--- src/rtl/tcp_pkg.sv ---
// Shared types for the TCP connection datapath.
package tcp_pkg;
  typedef enum logic [1:0] {
    TX_CTRL_NOP = 2'd0,
    SEND_SYN    = 2'd1,
    SEND_ACK    = 2'd2,
    SEND_FIN    = 2'd3
  } tx_ctrl_t;
endpackage

--- src/rtl/tcp_tx_segment_gen.sv ---
// Turns transmit-control commands into TCP header descriptors and tracks
// SND.NXT / RCV.NXT for the connection.
module tcp_tx_segment_gen
  import tcp_pkg::*;
#(
  parameter logic [15:0] WINDOW = 16'd1024
) (
  input  logic        i_clk,
  input  logic        i_rst_n,
  input  logic        i_enable,
  input  tx_ctrl_t    i_tx_ctrl,
  input  logic        i_tx_ctrl_valid,
  output logic        o_tx_ctrl_ack,
  input  logic [31:0] i_iss,
  input  logic        i_rx_seg_valid,
  input  logic [31:0] i_rx_seq,
  input  logic [15:0] i_rx_len,
  input  logic        i_rx_syn,
  input  logic        i_rx_fin,
  output logic        o_seg_valid,
  input  logic        i_seg_ready,
  output logic [31:0] o_seg_seq,
  output logic [31:0] o_seg_ack,
  output logic [7:0]  o_seg_flags,
  output logic [15:0] o_seg_window,
  output logic [31:0] o_snd_nxt,
  output logic [31:0] o_rcv_nxt,
  output logic        o_rx_ooo
);

  localparam logic [0:0] S_IDLE = 1'b0;
  localparam logic [0:0] S_SEND = 1'b1;

  logic [0:0]  state_q, state_d;
  logic [31:0] snd_nxt_q, snd_nxt_d;
  logic [31:0] rcv_nxt_q, rcv_nxt_d;
  logic [31:0] seq_q, seq_d;
  logic [31:0] ack_q, ack_d;
  logic [7:0]  flags_q, flags_d;
  logic        ooo_q, ooo_d;
  logic        accept, handshake;
  logic [31:0] rx_adv;

  // Sequence space consumed by the received segment, excluding SYN.
  assign rx_adv = {16'd0, i_rx_len} + {31'd0, i_rx_fin};

  assign accept    = i_enable && (state_q == S_IDLE) && i_tx_ctrl_valid &&
                     (i_tx_ctrl != TX_CTRL_NOP);
  assign handshake = (state_q == S_SEND) && i_seg_ready;

  always_comb begin
    state_d   = state_q;
    snd_nxt_d = snd_nxt_q;
    rcv_nxt_d = rcv_nxt_q;
    seq_d     = seq_q;
    ack_d     = ack_q;
    flags_d   = flags_q;
    ooo_d     = 1'b0;

    if (i_rx_seg_valid) begin
      if (i_rx_syn)
        rcv_nxt_d = i_rx_seq + 32'd1 + rx_adv;
      else if (i_rx_seq == rcv_nxt_q)
        rcv_nxt_d = rcv_nxt_q + rx_adv;
      else
        ooo_d = 1'b1;
    end

    // ACK field takes RCV.NXT including a same-cycle rx report.
    if (accept) begin
      state_d = S_SEND;
      case (i_tx_ctrl)
        SEND_SYN: begin seq_d = i_iss;     ack_d = 32'd0;     flags_d = 8'h02; end
        SEND_ACK: begin seq_d = snd_nxt_q; ack_d = rcv_nxt_d; flags_d = 8'h10; end
        SEND_FIN: begin seq_d = snd_nxt_q; ack_d = rcv_nxt_d; flags_d = 8'h11; end
        default:  ;
      endcase
    end

    // SYN and FIN each consume one sequence number; a bare ACK consumes none.
    if (handshake) begin
      state_d   = S_IDLE;
      snd_nxt_d = (flags_q[1] || flags_q[0]) ? seq_q + 32'd1 : seq_q;
    end

    if (!i_enable) begin
      state_d   = S_IDLE;
      snd_nxt_d = 32'd0;
      rcv_nxt_d = 32'd0;
      seq_d     = 32'd0;
      ack_d     = 32'd0;
      flags_d   = 8'h00;
      ooo_d     = 1'b0;
    end
  end

  always_ff @(posedge i_clk or negedge i_rst_n) begin
    if (!i_rst_n) begin
      state_q   <= S_IDLE;
      snd_nxt_q <= 32'd0;
      rcv_nxt_q <= 32'd0;
      seq_q     <= 32'd0;
      ack_q     <= 32'd0;
      flags_q   <= 8'h00;
      ooo_q     <= 1'b0;
    end else begin
      state_q   <= state_d;
      snd_nxt_q <= snd_nxt_d;
      rcv_nxt_q <= rcv_nxt_d;
      seq_q     <= seq_d;
      ack_q     <= ack_d;
      flags_q   <= flags_d;
      ooo_q     <= ooo_d;
    end
  end

  assign o_tx_ctrl_ack = accept;
  assign o_seg_valid   = (state_q == S_SEND);
  assign o_seg_seq     = seq_q;
  assign o_seg_ack     = ack_q;
  assign o_seg_flags   = flags_q;
  assign o_seg_window  = WINDOW;
  assign o_snd_nxt     = snd_nxt_q;
  assign o_rcv_nxt     = rcv_nxt_q;
  assign o_rx_ooo      = ooo_q;

endmodule
--- config.mk ---
export PLATFORM = sky130hd
export DESIGN_NAME = tcp_tx_segment_gen
export DESIGN_NICKNAME = d
export VERILOG_FILES = /design/src/rtl/tcp_pkg.sv /design/src/rtl/tcp_tx_segment_gen.sv
export SDC_FILE = /design/constraint.sdc
export NUM_CORES = 1
export LEC_CHECK = 0
export ABC_AREA = 1
export CORE_ASPECT_RATIO = 0.9
export CORE_MARGIN = 2
export CORE_UTILIZATION = 25
export DETAILED_ROUTE_END_ITERATION = 12
export GPL_ROUTABILITY_DRIVEN = 0
export HOLD_SLACK_MARGIN = 0.1
export PLACE_DENSITY = 0.45
export SLEW_MARGIN = 20
export SYNTH_ARGS = -nofsm -noshare
export SYNTH_HDL_FRONTEND = slang
export SYNTH_SLANG_ARGS = --single-unit
--- constraint.sdc ---
create_clock -name i_clk -period 5.2 [get_ports i_clk]
set_input_delay 0.52 -clock i_clk [delete_from_list [all_inputs] [get_ports i_clk]]
set_output_delay 0.52 -clock i_clk [all_outputs]
set_load 0.03 [all_outputs]
==> results.yml, run 1 <==
cells_and_area:
  seqCellArea_sq_mm: 0.00333
  layout_common_cells: "527 x nand2_1, 221 x clkdlybuf4s50_1, 179 x inv_1"
  num-nets-final: 1964
  multiInputGateArea_sq_mm: 0.00631
  fillers: 4521
  fin_util: 0.334
  drive_gt1_frac: 0.0341
  final_common_cell: "nand2_1"
  syn_to_final_growth_pct: 31.3
timing:
  finalCritPeriodShare: 0.776
  fin_skew_ps: 12.9
  finalMaxSlewViolations: 0
  fmax_mhz: 248
  setup-violations-final: 0
  rsz0062_at_grt: "no"
  finalSetupTns_ps: 0
  hold_viol_final: 0
  finalCriticalPeriod_ps: 4030
  worst_slew_pin_slew_ps: 1030
  max-slew-margin-rel: 0.311
worst_setup_path:
  critPathTopFamily: "simple AND/OR/NAND/NOR gates"
  crit_path_end_kind: "flop"
  crit_path_top_delay_cell: "o21ai_0"
  worst-path-buf-inv: 3
  critical_path_depth: 25
  path_class: "input port to flop"
  worst_ep_arrival_time_ps: 4410
  reg2regPathDepth: 14
  timing.rr.start: "o_rcv_nxt[1]"
  worst_r2r_endpoint: "o_seg_ack[16]"
  cp_max_fo: 4
  cp_common_cell: "nand2_1"
  start_kind: "input port"
  cp.required_ps: 5580
  max_stage_delay_ps: 500
  r2r_setup_slack_ps: 2000
cts:
  clockRootBuffer: "clkbuf_16"
  hold_buffers: 0
  htree_levels: 4
  cts_tree: "built"
  cts_setup_buffers: 0
  clock_latency_ps: 450
  clk_pin_slew_worst_paths_ps: 70
  cts.path.max_buffers: 2
  cts.sinks: 133
  cts_resized: 0
  cts_buffers: 17
placement:
  dp_hpwl_um: 34400
  portBuffers: 223
floorplanning:
  die_h_um: 200
  rows: 71
  start_util: 0.254
  core_sq_mm: 0.0418
  die_x_um: 221
  io_pins: 245
  dieArea_sq_mm: 0.0442
logic_synthesis:
  synth_top_flop_cell: "dfrtp_1"
  avgSynthCellArea_sq_um: 6.51
  ys_async_sr_fraction: 1.00
  syn_area_sq_mm: 0.0106
  synth-edff-count: 0
  yosysWarnings: 0
  seq_area_frac_synth: 0.313
  synthDistinctLibCells: 41
  synth_seq_cells: 133
  syn_inst: 1633
routing:
  antenna_left: 0
  wl_met3_um: 3150
  top_layer_used: "met5"
  dr_total_vias: 11400
  drcViolationCount: 0
  detail_route.iter0.violations: 826
  drt_wl_total_um: 45500
  drt_first_pass_iters: 5
  met1_length_um: 21100
  met2_length_um: 20800
  routed_via_density: 4.75
  avgRoutedWirePerCell_um: 19.0
pwr:
  power_frac_comb: 0.255
  p_seq_frac: 0.344
  peakVddDrop_mv: 0.174
  leakagePower_nw: 6.27
  switchingPower_w: 0.00114
  switching_share: 0.343
  internal_power_w: 0.00219
  clkPwrFrac: 0.401
  p_per_area_mw_per_mm2: 239
global_route:
  grt_overflow_total: 0
  antenna_found_initial: 5
  grt_max_degree: 91
  grt_usage: 0.206
  grt_pass1_wl_um: 68800
  grt_pass1_vias: 11200
hold_path:
  hp-class: "input port to async pin"
run:
  drv_cap: 0
run_status:
  outcome: "complete, no violations"
-- metrics by stage --
stage          hold slack (ps)  cells  area (sq um)  total power (W)  setup slack (ps)
6_report                   129   2393         14000          0.00334              1170
5_1_grt                    202   2392         14000          0.00351               723
2_1_floorplan              224   1652         10700          0.00164              2070
4_1_cts                    200   2392         14000          0.00338              1170
3_3_place_gp               464   2361         13300          0.00202               756
3_5_place_dp               469   2361         13300          0.00201               702
-- final cells by class --
class	count	share of cell area
diodes	1	0.000179
clock buffers	20	0.0320
clock inverters	11	0.0126
inverters	186	0.0500
multi-input cells	1261	0.452
flip-flops and latches	133	0.238
well taps	547	0.0490
repair buffers	234	0.166
-- per-layer routing --
metal  global-route usage  up-vias
met5                    0        -
met4               0.0398        8
met3               0.0591       32
met2                0.332      304
met1                0.274     5367
li1                     -     5646
-- flip-flops by register name, indices dropped and copies added, names as in the netlist --
signal,count
o_rx_ooo,1
o_snd_nxt,32
o_seg_seq,32
o_seg_flags,3
o_seg_valid,1
o_rcv_nxt,32
o_seg_ack,32
-- cell families (layout without fill, tap and decap cells) --
family | Yosys count | after routing | share of synthesized area
and+or+nand+nor | 875 | 875 | 0.341
DFF | 133 | 133 | 0.313
adders and majority gates | 41 | 41 | 0.0497
xor gates and xnor gates | 76 | 76 | 0.0626
buffers and inverters | 258 | 451 | 0.102
other | 2 | 22 | 0.000707
AOI/OAI and AO/OA | 248 | 248 | 0.130
-- cells in the mapped netlist, types with 2 or more instances --
cell type  count  share of area
nand2_1      527           0.19
and2_1         3         0.0018
inv_2          6         0.0021
buf_1          7         0.0025
nand3_2        2         0.0019
o21a_1         5         0.0035
a31oi_1        7         0.0041
nor3_2         3         0.0028
a21o_1         3         0.0021
a21oi_1       87          0.041
fa_1           2         0.0038
o21ai_1        6         0.0028
or2_0          2         0.0012
xnor2_1       20          0.016
o221ai_1      10         0.0082
nand3_1      120          0.057
nor4_1         7         0.0041
nor2_2         4         0.0024
o21bai_1       7         0.0049
buf_4         27          0.019
inv_1        180          0.064
ha_1          39          0.046
nor3_1        21         0.0099
dfrtp_1      133           0.31
buf_2          8         0.0038
o22ai_1       19          0.011
xor2_1        56          0.046
nand3b_1       7         0.0049
nand4_1       23          0.014
clkbuf_1      29          0.010
o211ai_1       9         0.0064
o21ai_0       92          0.043
nor2_1       153          0.054
conb_1         2        0.00071
-- power by group through the flow --
stage	combinational (W)	sequential, W	clock [W]
floorplan	0.000431	0.00121	0
global placement	0.000850	0.00117	0
detailed placement	0.000848	0.00117	0
CTS	0.000853	0.00115	0.00138
global route	0.000934	0.00115	0.00142
finish	0.000851	0.00115	0.00134
-- worst max path at each step --
stage,from,endpoint,slack [ps]
after global placement,i_rx_len[0],o_seg_ack[25],760
after global routing,i_rx_len[0],o_seg_ack[29],720
after floorplan,i_rx_len[0],o_seg_ack[28],2070
after CTS,i_rx_len[0],o_seg_ack[29],1170
after detailed placement,i_rx_len[0],o_seg_ack[29],700
final,i_rx_len[0],o_seg_ack[29],1170
Power figures use the tool's default switching activity.
==> run 2, diff against run 1 <==
- clock period: 5.2 -> 3.8 ns (I/O delays scaled with it)
==> run 2 against run 1 <==
Effect of this change: sequential power rose by 37%; register-to-register slack got worse by 920 ps; clock skew rose by 0.53 ps; sequential share of layout area fell by 1.6 points; combinational power rose by 53%; global-route usage barely moved.
==> results.yml, run 2 (synthesized netlist as in run 1, its figures left out) <==
cts:
  cts_tree: "built"
  cts.sinks: 133
  htree_levels: 4
  clk_pin_slew_worst_paths_ps: 60
  cts_buffers: 17
  cts.path.max_buffers: 2
  clockRootBuffer: "clkbuf_16"
  clock_latency_ps: 450
global_route:
  grt_max_degree: 66
  grt_use_met1: 0.274
  antenna_found_initial: 2
  met2_usage: 0.333
  grt_pass1_vias: 11600
  grt_overflow_total: 0
  grt_pass1_wl_um: 69000
  met3_usage: 0.0541
  grt.busiest_layer: "met2"
  grt_usage: 0.206
routing:
  avgRoutedWirePerCell_um: 18.3
  detail_route.iter0.violations: 672
  antenna_left: 0
  routed_via_density: 4.71
  drcViolationCount: 0
  dr_total_vias: 11700
  drt_wl_total_um: 45600
  drt_first_pass_iters: 5
cells_and_area:
  num-nets-final: 2061
  fin_area_sq_mm: 0.0150
  final_common_cell: "nand2_1"
  syn_to_final_growth_pct: 40.8
  layout_common_cells: "515 x nand2_1, 220 x clkdlybuf4s50_1, 180 x inv_1"
  fin_util: 0.358
  drive_gt1_frac: 0.115
  fillers: 4499
floorplanning:
  core_sq_mm: 0.0418
  rows: 71
  io_pins: 245
  dieArea_sq_mm: 0.0442
  start_util: 0.254
  die_h_um: 200
  die_x_um: 221
timing:
  finalCriticalPeriod_ps: 3600
  hold_viol_final: 0
  rsz0062_at_grt: "yes"
  fmax_mhz: 278
  setup-violations-final: 0
  fin_skew_ps: 13.5
  finalMaxSlewViolations: 0
  worst_slew_pin_slew_ps: 996
  max-slew-margin-rel: 0.336
  finalCritPeriodShare: 0.947
  layout_setup_ws_ps: 201
pwr:
  leakagePower_nw: 6.81
  peakVddDrop_mv: 0.267
  fin_total_pwr_w: 0.00457
  p_per_area_mw_per_mm2: 305
worst_setup_path:
  cp_max_fo: 4
  crit_path_end_kind: "flop"
  r2r_setup_slack_ps: 1080
  start_kind: "input port"
  critPathLaunch: "i_rx_fin"
  cp.required_ps: 4130
  timing.rr.start: "o_rcv_nxt[17]"
  path_class: "input port to flop"
  worst_ep_arrival_time_ps: 3930
placement:
  placed_area_sq_mm: 0.0140
  portBuffers: 223
  dp_hpwl_um: 35300
  dp_slack_ps: -424
hold_path:
  holdCritStartpoint: "o_seg_ack[16]"
  hp-class: "flop to flop"
run:
  drv_cap: 0
run_status:
  outcome: "complete, no violations"
## run 2: cell count changes in the layout (fill, tap and decap cells not counted), moves of 12 or more
cell / before / now
nand3_2: 2 / 14
nor2_2: 5 / 20
nand3_1: 120 / 108
buf_4: 11 / 106
nor2_1: 150 / 133
nand2_1: 527 / 515
## run 2: worst paths after layout
| check | endpoint | depth (start not counted) |
|---|---|---|
| setup / recovery | o_seg_ack[22] | 25 |
| hold / removal | o_seg_ack[16] | 2 |
| setup reg to reg | o_seg_ack[17] | 14 |
| hold reg to reg | o_seg_ack[16] | 2 |
| max in group asynchronous | o_snd_nxt[21] | 3 |
| min in group asynchronous | o_rcv_nxt[8] | 2 |
## run 2: final cells by class
type | count | area [sq um] | area share
Inverter | 186 | 698 | 0.0467
Clock buffer | 20 | 457 | 0.0305
Tap cell | 547 | 684 | 0.0457
Antenna cell | 1 | 2.50 | 0.000167
Multi-Input combinational cell | 1261 | 6610 | 0.442
Sequential cell | 133 | 3330 | 0.222
Timing Repair Buffer | 331 | 3060 | 0.204
Clock inverter | 10 | 125 | 0.00836
## run 2: power by group
group / internal, W / switching (W) / total [W]
Sequential: 0.00147 / 0.0000985 / 0.00157
Combinational: 0.000510 / 0.000792 / 0.00130
Clock: 0.000999 / 0.000697 / 0.00170
Total: 0.00298 / 0.00159 / 0.00457
## run 2: per-layer routing
| metal | part of all wire | wire [um] | vias to the layer above |
|---|---|---|---|
| li1 | - | - | 5842 |
| met1 | 0.46 | 21200 | 5546 |
| met2 | 0.45 | 20600 | 293 |
| met3 | 0.066 | 2990 | 44 |
| met4 | 0.017 | 773 | 4 |
| met5 | 0.00053 | 24 | - |
## run 2: repair_timing
action | 4_1_cts | 5_1_grt
hold buffers | 1 | 0
gates resized for setup | 0 | 77
hold endpoints to repair | 63 | 0
buffers inserted | 0 | 2
endpoints found under the setup margin | 0 | 41
## run 2: critical path, cell delays in order
cell	delay [ps]
clkdlybuf4s50_1	490
ha_2	190
ha_2	180
nand2_2	80
nor2_2	130
nand2_1	70
nor2_1	90
inv_1	70
nor2_2	140
nand4_1	150
xnor2_2	200
buf_4	160
ha_4	280
nand2_1	110
nor2_2	120
inv_1	80
nor2_2	160
nand2_1	140
buf_4	160
nand4_1	70
nand3_1	140
nand3_1	190
nand2_1	70
nand2_1	50
nand2_1	40
## run 2: per-stage QoR
step | cells | TNS, ps | hold WS [ps]
floorplan | 1652 | 0 | 84.4
global placement | 2455 | -8490 | 448
detailed placement | 2455 | -10920 | 455
CTS | 2486 | 0 | 481
global route | 2488 | -79.8 | 495
finish | 2489 | 0 | 474
